$ cat src/rtl/axis_arb_pkg.sv
// Shared types and helpers for the AXI-stream packet arbiter and its round-robin picker.
package axis_arb_pkg;

    typedef enum logic [1:0] {
        IDLE = 2'd0,
        XFER = 2'd1,
        DROP = 2'd2,
        GAP  = 2'd3
    } arb_state_t;

    // Index width for n requesters, never below one bit.
    function automatic int idx_w(input int n);
        return (n > 1) ? $clog2(n) : 1;
    endfunction

    function automatic logic [2:0] onehot_to_idx(input logic [7:0] oh);
        logic [2:0] idx;
        idx = '0;
        for (int i = 0; i < 8; i++)
            if (oh[i]) idx |= 3'(i);
        return idx;
    endfunction

endpackage

$ cat src/rtl/rr_picker.sv
// Combinational round-robin priority encoder: first requester at or after last_idx+1, wrapping.
module rr_picker
    import axis_arb_pkg::*;
#(
    parameter int NUM_SRC = 2,
    parameter int IDX_W   = idx_w(NUM_SRC)
) (
    input  logic [NUM_SRC-1:0] req,
    input  logic [IDX_W-1:0]   last_idx,
    output logic [NUM_SRC-1:0] gnt_onehot,
    output logic [IDX_W-1:0]   gnt_idx,
    output logic               any
);

    always_comb begin
        logic             found;
        logic [IDX_W-1:0] sel;
        gnt_onehot = '0;
        found      = 1'b0;
        sel        = '0;
        for (int k = 1; k <= NUM_SRC; k++) begin
            sel = IDX_W'((int'(last_idx) + k) % NUM_SRC);
            if (!found && req[sel]) begin
                found           = 1'b1;
                gnt_onehot[sel] = 1'b1;
            end
        end
        gnt_idx = IDX_W'(onehot_to_idx(8'(gnt_onehot)));
        any     = |req;
    end

endmodule

$ cat src/rtl/axis_pkt_arbiter.sv
// Packet-locked round-robin arbiter feeding the eth_mac AXI-stream input, with
// inter-packet gap insertion and truncation of packets longer than MAX_BEATS.
module axis_pkt_arbiter
    import axis_arb_pkg::*;
#(
    parameter int NUM_SRC    = 2,
    parameter int DATA_WIDTH = 8,
    parameter int MAX_BEATS  = 1024,
    parameter int GAP_CYCLES = 4
) (
    input  logic                          clk,
    input  logic                          reset,
    input  logic [NUM_SRC*DATA_WIDTH-1:0] s_tdata,
    input  logic [NUM_SRC-1:0]            s_tvalid,
    input  logic [NUM_SRC-1:0]            s_tlast,
    input  logic [NUM_SRC-1:0]            s_tuser,
    output logic [NUM_SRC-1:0]            s_tready,
    output logic [DATA_WIDTH-1:0]         m_tdata,
    output logic                          m_tvalid,
    output logic                          m_tlast,
    output logic                          m_tuser,
    input  logic                          m_tready,
    output logic [NUM_SRC-1:0]            grant,
    output logic                          busy,
    output logic                          pkt_done,
    output logic                          err_trunc
);

    localparam int IDX_W  = idx_w(NUM_SRC);
    localparam int BEAT_W = $clog2(MAX_BEATS + 1);
    localparam int GAP_W  = (GAP_CYCLES > 0) ? $clog2(GAP_CYCLES + 1) : 1;
    localparam logic [BEAT_W-1:0] BEAT_LAST = BEAT_W'(MAX_BEATS - 1);
    localparam logic [GAP_W-1:0]  GAP_LAST  = GAP_W'((GAP_CYCLES > 0) ? GAP_CYCLES - 1 : 0);
    localparam arb_state_t        POST_PKT  = (GAP_CYCLES == 0) ? IDLE : GAP;

    arb_state_t            state;
    logic [IDX_W-1:0]      last_idx, g, pick_idx;
    logic [NUM_SRC-1:0]    pick_oh;
    logic                  pick_any;
    logic [BEAT_W-1:0]     beat_cnt;
    logic [GAP_W-1:0]      gap_cnt;
    logic                  at_max;
    logic [DATA_WIDTH-1:0] src_data [NUM_SRC];

    for (genvar i = 0; i < NUM_SRC; i++) begin : g_src
        assign src_data[i] = s_tdata[i*DATA_WIDTH +: DATA_WIDTH];
    end

    rr_picker #(.NUM_SRC(NUM_SRC), .IDX_W(IDX_W)) u_pick (
        .req        (s_tvalid),
        .last_idx   (last_idx),
        .gnt_onehot (pick_oh),
        .gnt_idx    (pick_idx),
        .any        (pick_any)
    );

    assign at_max = (beat_cnt == BEAT_LAST);
    assign busy   = (state == XFER) || (state == DROP);

    // Payload path is a pure mux; the source must hold data stable under backpressure.
    always_comb begin
        m_tdata  = '0;
        m_tvalid = 1'b0;
        m_tlast  = 1'b0;
        m_tuser  = 1'b0;
        s_tready = '0;
        pkt_done = 1'b0;
        case (state)
            XFER: begin
                m_tdata  = src_data[g];
                m_tvalid = s_tvalid[g];
                m_tuser  = s_tuser[g];
                m_tlast  = s_tlast[g] | at_max;
                s_tready = grant & {NUM_SRC{m_tready}};
                pkt_done = m_tvalid & m_tready & m_tlast;
            end
            DROP:    s_tready = grant;
            default: ;
        endcase
    end

    always_ff @(posedge clk or posedge reset) begin
        if (reset) begin
            state     <= IDLE;
            grant     <= '0;
            g         <= '0;
            last_idx  <= IDX_W'(NUM_SRC - 1);
            beat_cnt  <= '0;
            gap_cnt   <= '0;
            err_trunc <= 1'b0;
        end else begin
            case (state)
                IDLE: if (pick_any) begin
                    grant    <= pick_oh;
                    g        <= pick_idx;
                    beat_cnt <= '0;
                    state    <= XFER;
                end
                XFER: if (m_tvalid && m_tready) begin
                    if (s_tlast[g]) begin
                        last_idx <= g;
                        grant    <= '0;
                        beat_cnt <= '0;
                        state    <= POST_PKT;
                    end else if (at_max) begin
                        // Grant stays with the runaway source while its tail is drained.
                        err_trunc <= 1'b1;
                        beat_cnt  <= '0;
                        state     <= DROP;
                    end else begin
                        beat_cnt <= beat_cnt + BEAT_W'(1);
                    end
                end
                DROP: if (s_tvalid[g] && s_tlast[g]) begin
                    last_idx <= g;
                    grant    <= '0;
                    state    <= POST_PKT;
                end
                GAP: begin
                    if (gap_cnt == GAP_LAST) begin
                        gap_cnt <= '0;
                        state   <= IDLE;
                    end else begin
                        gap_cnt <= gap_cnt + GAP_W'(1);
                    end
                end
                default: state <= IDLE;
            endcase
        end
    end

endmodule

$ cat config.mk
export PLATFORM = sky130hd
export DESIGN_NAME = axis_pkt_arbiter
export DESIGN_NICKNAME = d
export VERILOG_FILES = /design/src/rtl/axis_arb_pkg.sv /design/src/rtl/rr_picker.sv /design/src/rtl/axis_pkt_arbiter.sv
export SDC_FILE = /design/constraint.sdc
export NUM_CORES = 1
export LEC_CHECK = 0
export BUFFER_PORTS_ARGS = -buffer_cell sky130_fd_sc_hd__buf_4
export CORE_ASPECT_RATIO = 1.75
export CORE_MARGIN = 2
export CORE_UTILIZATION = 46
export CTS_CLUSTER_DIAMETER = 80
export DETAILED_ROUTE_END_ITERATION = 8
export GPL_ROUTABILITY_DRIVEN = 0
export PLACE_DENSITY_LB_ADDON = 0.12
export SLEW_MARGIN = 40
export SYNTH_ARGS = -nofsm -noshare
export SYNTH_HDL_FRONTEND = slang
export SYNTH_SLANG_ARGS = --single-unit
$ cat constraint.sdc
create_clock -name clk -period 1.6 [get_ports clk]
set_input_delay 0.16 -clock clk [delete_from_list [all_inputs] [get_ports clk]]
set_output_delay 0.16 -clock clk [all_outputs]
set_load 0.02 [all_outputs]
# After elaboration in Yosys (flattened, before gate mapping)
# Index checks and enable logic that the tools add are counted.
# totals
regBits,21
inputBits,25
output_inout_bits,18
# op_classes
add_sub_neg,4
magnitude_cmp,6
eq_ne,11
muxes,49
n_bitwise,7
reduce_logical,18
# op_table
cell,n
11-bit two-way mux,4
8-bit two-way mux,4
2-bit two-way mux,12
11-bit case mux with 2 select lines,1
1-bit two-way mux,21
"11-bit by 1-bit adder with 11-bit output, second input constant",1
"11-bit by 10-bit equality test with 1-bit output, second input constant",1
5-bit AND reduction,2
2-bit case mux with 4 select lines,1
4-bit AND reduction,2
"1-bit by 2-bit < comparator with 1-bit output, second input constant",3
"2-bit by 1-bit != test with 1-bit output, second input constant",3
2-bit case mux with 3 select lines,1
1-bit logical AND,5
"2-bit equality test, second input constant",2
"2-bit != test, second input constant",2
2-bit case mux with 2 select lines,1
2-bit nonzero test,2
"3-bit by 1-bit adder with 3-bit output, second input constant",1
"3-bit by 2-bit equality test with 1-bit output, second input constant",1
3-bit two-way mux,1
"3-bit by 2-bit != test with 1-bit output, second input constant",1
3-bit AND reduction,1
3-bit nonzero test,1
17 further kinds,21

# Longest topological paths before layout
# logic_depth
word_depth,10
mapped_depth,7
ltp_nobuf,7

# Modules after synthesis
# From an unflattened synthesis, not the netlist that was laid out.
# hier_totals
hier_cells,167
hier_area_um2,1471.4
# modules_own_cells
mod,n_inst,cells_each,area_per_inst_um2,seq_area_each_um2
axis_pkt_arbiter,1,162,1438.9,526.8
rr_picker,1,5,32.5,0.0

# Least setup slack after synthesis
# OpenSTA, ideal clock, no wires.
# synth_timing
kind,reg2reg
startpoint,reg state[0]
endpoint,reg beat_cnt[3]
setup_time_ns,0.087
t_arrival_ns,1.738
required_ns,1.513
path_slack_ns,-0.225
stages_incl_launch_ff,8
path_buffers,0
period_less_slack_ns,1.825
cell_sequence,dfrtp_1 -> inv_1 -> ha_1 -> inv_1 -> o32ai_2 -> nand2b_4 -> or3_1 -> o211ai_1
# synth_between
elab_chain_cells,5
# synth_rtl
element,line,source
"start, declared",axis_pkt_arbiter.sv:36,arb_state_t state;
"start signal, assigned",axis_pkt_arbiter.sv:84,state <= IDLE;
"start signal, assigned",axis_pkt_arbiter.sv:97,state <= XFER;
"start signal, assigned",axis_pkt_arbiter.sv:104,state <= POST_PKT;
2-bit by 1-bit equality test with 1-bit output,"axis_pkt_arbiter.sv:68, axis_pkt_arbiter.sv:92",
1-bit two-way mux,axis_pkt_arbiter.sv:68,case (state)
1-bit logical AND,axis_pkt_arbiter.sv:99,XFER: if (m_tvalid && m_tready) begin
2-bit by 1-bit != test with 1-bit output (no source line),--,
3-bit AND reduction (no source line),--,
"end signal, assigned",axis_pkt_arbiter.sv:111,beat_cnt <= beat_cnt + BEAT_W'(1);
"end, declared",axis_pkt_arbiter.sv:40,logic [BEAT_W-1:0] beat_cnt;
# Several ways; a longest one is shown, not always the timed one.
# A chain may end at the register's enable or synchronous reset.

# Final worst setup path
# layout_timing
startpoint,reg beat_cnt[0]
endpoint,out m_tlast
# layout_between
elab_chain_cells,3
# layout_rtl
element,line,source
11-bit by 10-bit equality test with 1-bit output,axis_pkt_arbiter.sv:57,assign at_max = (beat_cnt == BEAT_LAST);
1-bit bitwise OR,axis_pkt_arbiter.sv:73,m_tlast = s_tlast[g] | at_max;
1-bit two-way mux,axis_pkt_arbiter.sv:68,
"end, declared",axis_pkt_arbiter.sv:20,"output logic m_tlast,"
# Every way passes these cells.

==> impl_metrics.py <==
metrics = {
    "outcome": {
        "run_status": "complete, but fails checks",
        "violations": "setup timing",
    },
    "final_layout": {
        "final_cell_mix": "buf_4 (70), buf_6 (29), dfrtp_1 (19), nand2_1 (14), nor2b_4 (9)",
        "fin_util": 0.896,
        "n_antenna_cell": 0,
        "fin_cells": 303,
        "final_common_cell": "buf_4",
        "nNetsFinal": 292,
        "drive_above_1_share": 0.638,
        "multi_input_comb_area_sq_mm": 0.00121,
        "area_growth_pct": 88.5,
        "final.fill_count": 138,
        "ff_latch_area_sq_um": 528,
    },
    "timing": {
        "hold_violations": 0,
        "finalCritPeriodShare": 1.22,
        "rsz0062_at_grt": "yes",
        "fin_skew_ns": 0.00600,
        "worstMarginPinSlew_ns": 0.496,
        "fmax_mhz": 511,
        "slew_viol_final": 0,
        "finalSetupViolCount": 31,
        "setup_ws_ns": -0.358,
        "min_period_ns": 1.96,
        "slew_headroom": 0.668,
    },
    "setup_path": {
        "path_class": "reg2out",
        "crit_path_start_kind": "flip-flop",
        "crit_path_max_fanout": 2,
        "cp-end-kind": "output pin",
        "required_ns": 1.44,
        "worstPathArrival_ns": 1.80,
    },
    "die": {
        "die_h_microns": 79.0,
        "coreArea_sq_mm": 0.00311,
        "io_pins": 43,
        "start_util": 0.475,
        "fp.dieW_microns": 46.8,
        "die_area_sq_mm": 0.00370,
        "rows": 27,
    },
    "synth": {
        "synthTopCellsByArea": "dfrtp_1 (34%), mux2i_1 (6.8%), ha_1 (5.1%), nand2_1 (5.1%), nor2b_1 (4.2%)",
        "ys_warn_count": 0,
        "synthArstFlopShare": 1.00,
        "avgSynthCellArea_sq_um": 9.41,
        "ys_ff_latch": 21,
        "synth_fp_nets": 188,
        "synth_cells": 157,
        "synth_area_sq_mm": 0.00148,
        "ys_seq_area_frac": 0.356,
        "synth-edff-count": 0,
        "yosysTopAreaCellShare": 0.339,
        "synth_cell_types": 43,
        "synth_top_flop_cell": "dfrtp_1",
        "synth_largest_area_cell": "dfrtp_1",
    },
    "pwr": {
        "p_per_area_mw_per_mm2": 1790,
        "max-vdd-ir-drop_mv": 1.56,
        "p_leak_nw": 1.34,
    },
    "grt": {
        "grt_overflow_total": 0,
        "grt_max_degree": 22,
        "grt_pass1_vias": 1815,
        "grt_first_pass_wirelength_microns": 8000,
        "globalRouteMet2Util": 0.527,
        "grt_util_all_layers": 0.296,
        "antenna_found_initial": 0,
        "busiest_layer": "met2",
        "met3_usage": 0.0432,
        "global_route.usage.met1": 0.301,
    },
    "cts": {
        "cts.sinks": 21,
        "clk_latency_ns": 0.28,
        "numCtsBuffers": 3,
        "root_buffer": "clkbuf_8",
        "clk_path_buf_depth": 2,
        "cts_tree": "built",
        "h-tree-depth": 1,
        "path_clk_slew_ns": 0.08,
    },
    "run": {
        "drv_cap": 0,
    },
    "placed_design": {
        "dp_hpwl_microns": 3290,
        "port_buffers": 42,
        "dpl.cell_count": 273,
    },
    "route": {
        "ant_nets": 0,
        "wl_microns": 6280,
        "drc": 0,
        "initialDrtViolationCount": 85,
        "firstDrtPassIters": 5,
        "via_per_inst": 5.97,
        "vias": 1809,
        "wl_per_cell_microns": 20.7,
    },
    "worst_hold_path": {
        "hold_path_class": "in2reg",
    },
}
-- path summary, 6_finish.rpt --
path / startpoint / end / slack [ns] / cells after the start
min: s_tvalid[0] / g$_DFFE_PP0P_ / 0.17 / 2
min reg2reg: beat_cnt[10]$_DFFE_PP0P_ / beat_cnt[10]$_DFFE_PP0P_ / 0.50 / 1
max: beat_cnt[0]$_DFFE_PP0P_ / m_tlast / -0.36 / 8
max reg2reg: beat_cnt[0]$_DFFE_PP0P_ / beat_cnt[7]$_DFFE_PP0P_ / -0.29 / 8
min in group asynchronous: reset / beat_cnt[7]$_DFFE_PP0P_ / 0.52 / 4
max in group asynchronous: reset / last_idx$_DFFE_PP1P_ / 0.80 / 4
-- layout make-up --
class,instances,share of cell area
clock buffers,3,0.0148
well taps,43,0.0193
repair buffers,103,0.330
flip-flops and latches,21,0.190
inverters,6,0.00988
multi-input cells,126,0.434
clock inverters,1,0.00180
-- synth_stat cells (2+ instances only) --
| cell | number |
|---|---|
| nor2_1 | 9 |
| a21oi_1 | 5 |
| a21boi_0 | 2 |
| mux2i_1 | 10 |
| inv_1 | 6 |
| nand2_1 | 20 |
| ha_1 | 6 |
| dfrtp_1 | 20 |
| and2_1 | 4 |
| a31oi_1 | 2 |
| or3_1 | 2 |
| mux2_2 | 5 |
| nor2b_1 | 10 |
| nor3_1 | 2 |
| nand3_1 | 8 |
| o31ai_1 | 4 |
| o211ai_1 | 2 |
| nand2b_1 | 2 |
| clkbuf_1 | 3 |
| o21ai_0 | 12 |
-- sequential cells by signal (all words and copies together), names as in the netlist --
register,flops
beat_cnt,11
gap_cnt,3
grant,2
state,2
err_trunc,1
g,1
last_idx,1
-- where the power goes --
part           switching (W)  total [W]  internal [W]
registers           0.000121   0.000776      0.000655
clock network       0.000197   0.000372      0.000175
logic                0.00176    0.00383       0.00207
-- repair_timing --
item	in CTS	in global routing
endpoints found under the hold margin	20	0
hold buffers	1	0
pin swaps	13	16
gates cloned	1	0
resized for setup	54	43
endpoints found under the setup margin	31	31
setup buffers	17	7
-- per-layer routing --
layer,vias to the layer above,share of wire
met2,96,0.55
met4,0,0.058
li1,780,-
met1,896,0.34
met5,-,0
met3,37,0.048
-- worst max-delay path, cell delays in order, from the launching register on --
cell     delay, ns
dfrtp_1       0.41
ha_4          0.17
nand3_4       0.09
buf_6         0.13
nor3_4        0.22
buf_6         0.14
buf_6         0.09
o21a_1        0.14
buf_6         0.13
-- through the flow --
stage | total power [W] | cell area, sq um | setup TNS (ns) | hold WS, ns | worst slack (ns)
after floorplan | 0.00230 | 1570 | -0.122 | 0.136 | -0.0822
after global placement | 0.00309 | 2170 | -0.852 | 0.208 | -0.139
after detailed placement | 0.00318 | 2170 | -1.63 | 0.221 | -0.175
after CTS | 0.00428 | 2570 | -3.05 | 0.142 | -0.288
after global routing | 0.00517 | 2790 | -6.54 | 0.156 | -0.453
final | 0.00497 | 2790 | -4.91 | 0.173 | -0.358
-- cell families after synthesis --
family	Yosys count	share of synthesized area
AND/OR/NAND/NOR	66	0.256
adder cells (fa/ha/maj)	6	0.0508
flip-flops	21	0.356
multiplexers	16	0.115
AO/OA/AOI/OAI	38	0.191
buffers and inverters	10	0.0305
No activity file was read; power rests on OpenSTA's default activity.
